--- src/rtl/trm_uart_io_pkg.sv ---
// rtl/trm_uart_io_pkg.sv - register offsets, STATUS bit indices and FSM state encodings
package trm_uart_io_pkg;

  localparam logic [1:0] OFF_DATA   = 2'd0;
  localparam logic [1:0] OFF_STATUS = 2'd1;
  localparam logic [1:0] OFF_CTRL   = 2'd2;
  localparam logic [1:0] OFF_DIV    = 2'd3;

  localparam int ST_RX_AVAIL = 0;
  localparam int ST_TX_FULL  = 1;
  localparam int ST_TX_IDLE  = 2;
  localparam int ST_OVERRUN  = 3;
  localparam int ST_FRAME    = 4;
  localparam int ST_TX_OVF   = 5;

  localparam logic [15:0] DIV_MIN = 16'd4;

  typedef enum logic [1:0] {
    S_IDLE  = 2'd0,
    S_START = 2'd1,
    S_DATA  = 2'd2,
    S_STOP  = 2'd3
  } uart_state_t;

endpackage

--- src/rtl/trm_sync_fifo.sv ---
// rtl/trm_sync_fifo.sv - DEPTH x 8 synchronous FIFO with combinational read head
module trm_sync_fifo #(
  parameter int DEPTH = 16
) (
  input  logic       clk,
  input  logic       rst,
  input  logic       push,
  input  logic [7:0] wdata,
  input  logic       pop,
  output logic [7:0] rdata,
  output logic       full,
  output logic       empty
);

  localparam int AW = $clog2(DEPTH);

  logic [7:0]  mem [DEPTH];
  logic [AW:0] wptr;
  logic [AW:0] rptr;
  logic        do_push;
  logic        do_pop;

  // Extra pointer bit distinguishes full from empty when the indices match.
  assign empty   = (wptr == rptr);
  assign full    = (wptr[AW] != rptr[AW]) && (wptr[AW-1:0] == rptr[AW-1:0]);
  assign do_pop  = pop && !empty;
  assign do_push = push && (!full || do_pop);
  assign rdata   = mem[rptr[AW-1:0]];

  always_ff @(posedge clk) begin
    if (!rst) begin
      wptr <= '0;
      rptr <= '0;
    end else begin
      if (do_push) wptr <= wptr + {{AW{1'b0}}, 1'b1};
      if (do_pop)  rptr <= rptr + {{AW{1'b0}}, 1'b1};
    end
  end

  always_ff @(posedge clk) begin
    if (do_push) mem[wptr[AW-1:0]] <= wdata;
  end

endmodule

--- src/rtl/trm_uart_io.sv ---
// rtl/trm_uart_io.sv - memory-mapped UART with TX/RX FIFOs, sticky status and level irq
module trm_uart_io
  import trm_uart_io_pkg::*;
#(
  parameter logic [5:0]  ABASE   = 6'd0,
  parameter int          DEPTH   = 16,
  parameter logic [15:0] DIV_RST = 16'd434
) (
  input  logic        clk,
  input  logic        rst,
  input  logic [5:0]  ioadr,
  input  logic        iowr,
  input  logic        iord,
  input  logic [31:0] outbus,
  output logic [31:0] inbus,
  output logic        irq,
  output logic        txd,
  input  logic        rxd
);

  logic [5:0]  off;
  logic        sel;
  logic        wr_data, wr_status, wr_ctrl, wr_div, rd_pop;
  logic        phase;
  logic [1:0]  ctrl;
  logic [15:0] div;
  logic        overrun, frame_err, tx_ovf;
  logic [5:0]  status;
  logic        unused_bits;

  logic [7:0]  tx_head, rx_head;
  logic        tx_full, tx_empty, rx_full, rx_empty, tx_idle;

  uart_state_t tx_state, tx_next;
  logic [15:0] tx_cnt, tx_len;
  logic [2:0]  tx_idx;
  logic [7:0]  tx_shift;
  logic        tx_bit_end, tx_pop;

  uart_state_t rx_state, rx_next;
  logic [15:0] rx_cnt, rx_len;
  logic [2:0]  rx_idx;
  logic [7:0]  rx_shift;
  logic        rx_s1, rx_s2, rx_prev, rx_fall;
  logic        rx_sample, rx_push, rx_ferr;

  assign off         = ioadr - ABASE;
  assign sel         = (off[5:2] == 4'd0);
  assign wr_data     = iowr && sel && (off[1:0] == OFF_DATA);
  assign wr_status   = iowr && sel && (off[1:0] == OFF_STATUS);
  assign wr_ctrl     = iowr && sel && (off[1:0] == OFF_CTRL);
  assign wr_div      = iowr && sel && (off[1:0] == OFF_DIV);
  // A load spans two cycles; popping only in the second keeps inbus stable throughout.
  assign rd_pop      = iord && sel && (off[1:0] == OFF_DATA) && phase;
  assign tx_idle     = tx_empty && (tx_state == S_IDLE);
  assign unused_bits = ^outbus[31:16];

  trm_sync_fifo #(.DEPTH(DEPTH)) u_tx_fifo (
    .clk(clk), .rst(rst), .push(wr_data), .wdata(outbus[7:0]), .pop(tx_pop),
    .rdata(tx_head), .full(tx_full), .empty(tx_empty)
  );

  trm_sync_fifo #(.DEPTH(DEPTH)) u_rx_fifo (
    .clk(clk), .rst(rst), .push(rx_push), .wdata(rx_shift), .pop(rd_pop),
    .rdata(rx_head), .full(rx_full), .empty(rx_empty)
  );

  always_comb begin
    status              = '0;
    status[ST_RX_AVAIL] = !rx_empty;
    status[ST_TX_FULL]  = tx_full;
    status[ST_TX_IDLE]  = tx_idle;
    status[ST_OVERRUN]  = overrun;
    status[ST_FRAME]    = frame_err;
    status[ST_TX_OVF]   = tx_ovf;
  end

  always_comb begin
    inbus = '0;
    if (iord && sel) begin
      case (off[1:0])
        OFF_DATA:   inbus = rx_empty ? 32'd0 : {24'd0, rx_head};
        OFF_STATUS: inbus = {26'd0, status};
        OFF_CTRL:   inbus = {30'd0, ctrl};
        default:    inbus = {16'd0, div};
      endcase
    end
  end

  // Sticky sets are OR-ed after the clear so a same-cycle set survives a STATUS write.
  always_ff @(posedge clk) begin
    if (!rst) begin
      phase     <= 1'b0;
      ctrl      <= 2'd0;
      div       <= DIV_RST;
      overrun   <= 1'b0;
      frame_err <= 1'b0;
      tx_ovf    <= 1'b0;
      irq       <= 1'b0;
    end else begin
      phase     <= iord ? !phase : 1'b0;
      if (wr_ctrl) ctrl <= outbus[1:0];
      if (wr_div)  div  <= (outbus[15:0] < DIV_MIN) ? DIV_MIN : outbus[15:0];
      overrun   <= (overrun && !wr_status) || (rx_push && rx_full && !rd_pop);
      frame_err <= (frame_err && !wr_status) || rx_ferr;
      tx_ovf    <= (tx_ovf && !wr_status) || (wr_data && tx_full && !tx_pop);
      irq       <= (ctrl[0] && !rx_empty) || (ctrl[1] && tx_idle);
    end
  end

  assign tx_bit_end = (tx_cnt == tx_len - 16'd1);

  always_comb begin
    tx_next = tx_state;
    tx_pop  = 1'b0;
    case (tx_state)
      S_IDLE:  if (!tx_empty) begin
                 tx_next = S_START;
                 tx_pop  = 1'b1;
               end
      S_START: if (tx_bit_end) tx_next = S_DATA;
      S_DATA:  if (tx_bit_end && (tx_idx == 3'd7)) tx_next = S_STOP;
      default: if (tx_bit_end) tx_next = S_IDLE;
    endcase
  end

  always_ff @(posedge clk) begin
    if (!rst) tx_state <= S_IDLE;
    else      tx_state <= tx_next;
  end

  // Bit length is latched at each bit boundary so a DIV write never cuts a bit short.
  always_ff @(posedge clk) begin
    if (!rst) begin
      tx_cnt   <= '0;
      tx_len   <= DIV_RST;
      tx_idx   <= '0;
      tx_shift <= '0;
      txd      <= 1'b1;
    end else if (tx_state == S_IDLE) begin
      tx_cnt <= '0;
      tx_len <= div;
      tx_idx <= '0;
      if (tx_pop) begin
        tx_shift <= tx_head;
        txd      <= 1'b0;
      end
    end else if (tx_bit_end) begin
      tx_cnt <= '0;
      tx_len <= div;
      if (tx_state == S_START) begin
        txd <= tx_shift[0];
      end else if (tx_state == S_DATA) begin
        tx_idx   <= tx_idx + 3'd1;
        tx_shift <= {1'b0, tx_shift[7:1]};
        txd      <= (tx_idx == 3'd7) ? 1'b1 : tx_shift[1];
      end else begin
        txd <= 1'b1;
      end
    end else begin
      tx_cnt <= tx_cnt + 16'd1;
    end
  end

  always_ff @(posedge clk) begin
    if (!rst) begin
      rx_s1   <= 1'b1;
      rx_s2   <= 1'b1;
      rx_prev <= 1'b1;
    end else begin
      rx_s1   <= rxd;
      rx_s2   <= rx_s1;
      rx_prev <= rx_s2;
    end
  end

  assign rx_fall = rx_prev && !rx_s2;

  always_comb begin
    rx_next   = rx_state;
    rx_sample = 1'b0;
    rx_push   = 1'b0;
    rx_ferr   = 1'b0;
    case (rx_state)
      S_IDLE:  if (rx_fall) rx_next = S_START;
      S_START: if (rx_cnt == {1'b0, rx_len[15:1]}) begin
                 rx_sample = 1'b1;
                 rx_next   = rx_s2 ? S_IDLE : S_DATA;
               end
      S_DATA:  if (rx_cnt == rx_len - 16'd1) begin
                 rx_sample = 1'b1;
                 if (rx_idx == 3'd7) rx_next = S_STOP;
               end
      default: if (rx_cnt == rx_len - 16'd1) begin
                 rx_sample = 1'b1;
                 rx_next   = S_IDLE;
                 rx_push   = rx_s2;
                 rx_ferr   = !rx_s2;
               end
    endcase
  end

  always_ff @(posedge clk) begin
    if (!rst) rx_state <= S_IDLE;
    else      rx_state <= rx_next;
  end

  always_ff @(posedge clk) begin
    if (!rst) begin
      rx_cnt   <= '0;
      rx_len   <= DIV_RST;
      rx_idx   <= '0;
      rx_shift <= '0;
    end else if ((rx_state == S_IDLE) || rx_sample) begin
      rx_cnt <= '0;
      rx_len <= div;
      if (rx_state == S_DATA) begin
        rx_shift <= {rx_s2, rx_shift[7:1]};
        rx_idx   <= rx_idx + 3'd1;
      end else begin
        rx_idx <= '0;
      end
    end else begin
      rx_cnt <= rx_cnt + 16'd1;
    end
  end

endmodule

--- config.mk ---
export PLATFORM = sky130hd
export DESIGN_NAME = trm_uart_io
export DESIGN_NICKNAME = d
export VERILOG_FILES = /design/src/rtl/trm_uart_io_pkg.sv /design/src/rtl/trm_sync_fifo.sv /design/src/rtl/trm_uart_io.sv
export SDC_FILE = /design/constraint.sdc
export NUM_CORES = 1
export LEC_CHECK = 0
export CELL_PAD_IN_SITES_DETAIL_PLACEMENT = 1
export CELL_PAD_IN_SITES_GLOBAL_PLACEMENT = 2
export CORE_MARGIN = 2
export CORE_UTILIZATION = 41
export CTS_CLUSTER_DIAMETER = 100
export CTS_CLUSTER_SIZE = 24
export DETAILED_ROUTE_END_ITERATION = 10
export PLACE_DENSITY = 0.79
export SLEW_MARGIN = 5
export SYNTH_ARGS = -nofsm -noshare
export SYNTH_HDL_FRONTEND = slang
export SYNTH_HIERARCHICAL = 1
export SYNTH_SLANG_ARGS = --single-unit
--- constraint.sdc ---
create_clock -name clk -period 9.3 [get_ports clk]
set_input_delay 2.325 -clock clk [delete_from_list [all_inputs] [get_ports clk]]
set_output_delay 2.325 -clock clk [all_outputs]
set_load 0.005 [all_outputs]
==> metrics <==
fin crit share 0.777; die area 45600 um2; Power Density 158 nW/um2; Top Layer Used met5; Worst path slowest cell a211oi_1; Critical Path, Cell by Cell clkdlybuf4s50_1 -> nor4_1 -> nand2_1 -> a211oi_1 -> clkdlybuf4s50_1; Root Driver clkbuf_16; endpoint type of the worst setup path output pin; Req. time, crit path 6.98 ns; # DRC 0; Final Core Density 0.449; Post-CTS Setup Inserts 0; Relative slew margins 0.221; grt total ovfl 0; Setup WS pre-CTS 2.10 ns; post-synthesis sequential area ratio 0.588; final worst slack 2.07 ns; min Tclk post-route 7.23 ns; DR WL/cell 22.0 um; 1st-pass router iterations 4; n_diodes 0; total leakage power 6.66 nW; chip width 214 um; crit path DAT 4.91 ns; DR iter-0 viols 599; filler instances 4437; Final Wtd Congestion 0.755; first-pass GRT wire length 66.1 mm; CTS clock-pin slew for the worst setup and hold paths 0.10 ns; Syn. warnings 6; post-synthesis cell count 1315; clock sinks 401; max-slew violations 0; antenna violations before repair 1; Post-Route Setup TNS 0 ns; vias post-DR 10500; ANT nets after route 0; vias per inst 5.50; worst vdd ir 0.0933 mV; metal3 WL 1.78 mm; CTS buffer count 21; cts repair resizes 0; CTS tree done; Crit path largest cell delay 0.71 ns; Net count, final 1382; Avg Inst Size Synth 13.7 um2; post-synthesis register bit count 401; gr usage total 0.190; crit path max fanout 10; I/O pin count 77; effective utilization at floorplan 0.417; max-cap viol count 0; Netlist cell types 85; core area 43200 um2; largest net degree at the start of global routing 63; total wire length 42.3 mm; Post-synth ARST share 0; Site Rows 76; synthesized cell area 18000 um2; DP HPWL 29.3 mm; Post-synth EDFFs 256; clock buffer depth 3; Layout Area Growth over Synthesis 7.81%; status complete, no violations; Slew @ Worst Pin 1.15 ns; CP bufs+invs 2; Final Hold Fails 0; Top Family by Delay on Critical Path buffers and inverters; Clock Latency Late Sink 0.55 ns; RSZ-0062 raised after global routing no; PortBufs 44; clock skew 0.0162 ns; prevailing post-synth register cell edfxtp_1; met1 wire length 18.8 mm; layout cells sized above 1 0.0765; met2 wire length 20.8 mm; Crit Path Category in -> out; final setup vio count 0; Design Area, Final 19400 um2; CTS Hold Bufs 0; Hold Path Class reg -> reg; max frequency 138 MHz; Min Hold Slack 0.462 ns; H-tree depth 1; DP Area 18800 um2; element type at the critical path start primary input; DIE HEIGHT 214 um; Crit path top cell by count clkdlybuf4s50_1; vias in the first global route 11000
[area by class of cell]
cell class	instances	area, um2	area share
Sequential cell	401	10600	0.546
Multi-Input combinational cell	809	6820	0.351
Tap cell	585	732	0.0377
Clock buffer	33	571	0.0294
Inverter	29	109	0.00561
Timing Repair Buffer	56	528	0.0272
Clock inverter	5	50.0	0.00258
[path summary, 6_finish.rpt]
path / start / end / slack [ns] / cells after the start
setup / recovery: ioadr[3] / inbus[1] / 2.07 / 5
hold / removal: rx_s1 / rx_s2 / 0.46 / 1
setup reg to reg: rx_len[0] / u_rx_fifo/mem[2][2] / 4.93 / 10
hold reg to reg: rx_s1 / rx_s2 / 0.46 / 1
[state kept, by name (all words and copies together), names as in the netlist, 2 cells and up, named ones only]
name,cells
ctrl,2
div,16
rx_cnt,16
rx_idx,3
rx_len,16
rx_shift,8
rx_state,2
tx_cnt,16
tx_idx,3
tx_len,16
tx_shift,8
tx_state,2
u_rx_fifo/mem,128
u_rx_fifo/rptr,5
u_rx_fifo/wptr,5
u_tx_fifo/mem,128
u_tx_fifo/rptr,5
u_tx_fifo/wptr,5
[metal layers]
metal | global-route usage | vias to the layer above
li1 | - | 4892
met1 | 0.256 | 5413
met2 | 0.326 | 191
met3 | 0.0255 | 50
met4 | 0.0465 | 2
met5 | 0 | -
[worst reg2reg max path: cells and delay by family (launching register included)]
| family | cells | cell delay (ns) |
|---|---|---|
| and+or+nand+nor | 5 | 2.19 |
| buffers and inverters | 2 | 0.24 |
| AOI/OAI and AO/OA | 2 | 0.98 |
| DFF | 1 | 0.38 |
| adders and majority gates | 1 | 0.24 |
[per-stage QoR]
| stage | power [mW] | cells |
|---|---|---|
| after CTS | 3.11 | 1918 |
| final | 3.07 | 1918 |
| after global placement | 2.10 | 1880 |
| after detailed placement | 2.10 | 1880 |
| after global routing | 3.18 | 1918 |
| after floorplan | 2.05 | 1330 |
[cells in the mapped netlist, drive strengths merged (10+ instances only)]
cell type	number	share of area
a21boi	10	0.0046
a21oi	36	0.011
and2	34	0.012
and3	36	0.013
buf	51	0.022
clkbuf	40	0.0083
dfxtp	145	0.16
edfxtp	256	0.43
ha	21	0.015
inv	29	0.0060
mux2i	44	0.024
mux4	80	0.11
nand2	99	0.021
nand2b	12	0.0042
nand3	43	0.012
nand4	17	0.0059
nor2	94	0.020
nor3	16	0.0050
nor4	14	0.0072
o21ai	13	0.0036
xnor2	47	0.023
xor2	60	0.029
[power by group]
part	switching, mW	internal, mW
clock	0.572	0.437
sequential	0.0109	1.89
combinational	0.0946	0.0655
total	0.678	2.39
[logic make-up (layout without fill, tap and decap cells)]
| logic type | count (synthesis) | after routing | synth area share |
|---|---|---|---|
| XOR/XNOR | 107 | 107 | 0.0521 |
| multiplexers | 126 | 126 | 0.136 |
| flip-flops | 401 | 401 | 0.588 |
| AND/OR/NAND/NOR | 409 | 409 | 0.119 |
| adder cells (fa/ha/maj) | 21 | 21 | 0.0146 |
| buffers and inverters | 120 | 123 | 0.0363 |
| AO/OA/AOI/OAI | 130 | 130 | 0.0537 |
| other | 1 | 16 | 0.000208 |
[layout by cell type (no fill, tap or decap), types with 36 or more instances in the layout]
| cell | instances |
|---|---|
| clkdlybuf4s50_1 | 43 |
| and3_1 | 36 |
| nand2_1 | 98 |
| nor2_1 | 94 |
| xor2_1 | 60 |
| mux2i_1 | 44 |
| xnor2_1 | 47 |
| dfxtp_1 | 141 |
| edfxtp_1 | 256 |
| nand3_1 | 42 |
| mux4_1 | 48 |
(Power assumes the default switching activity.)
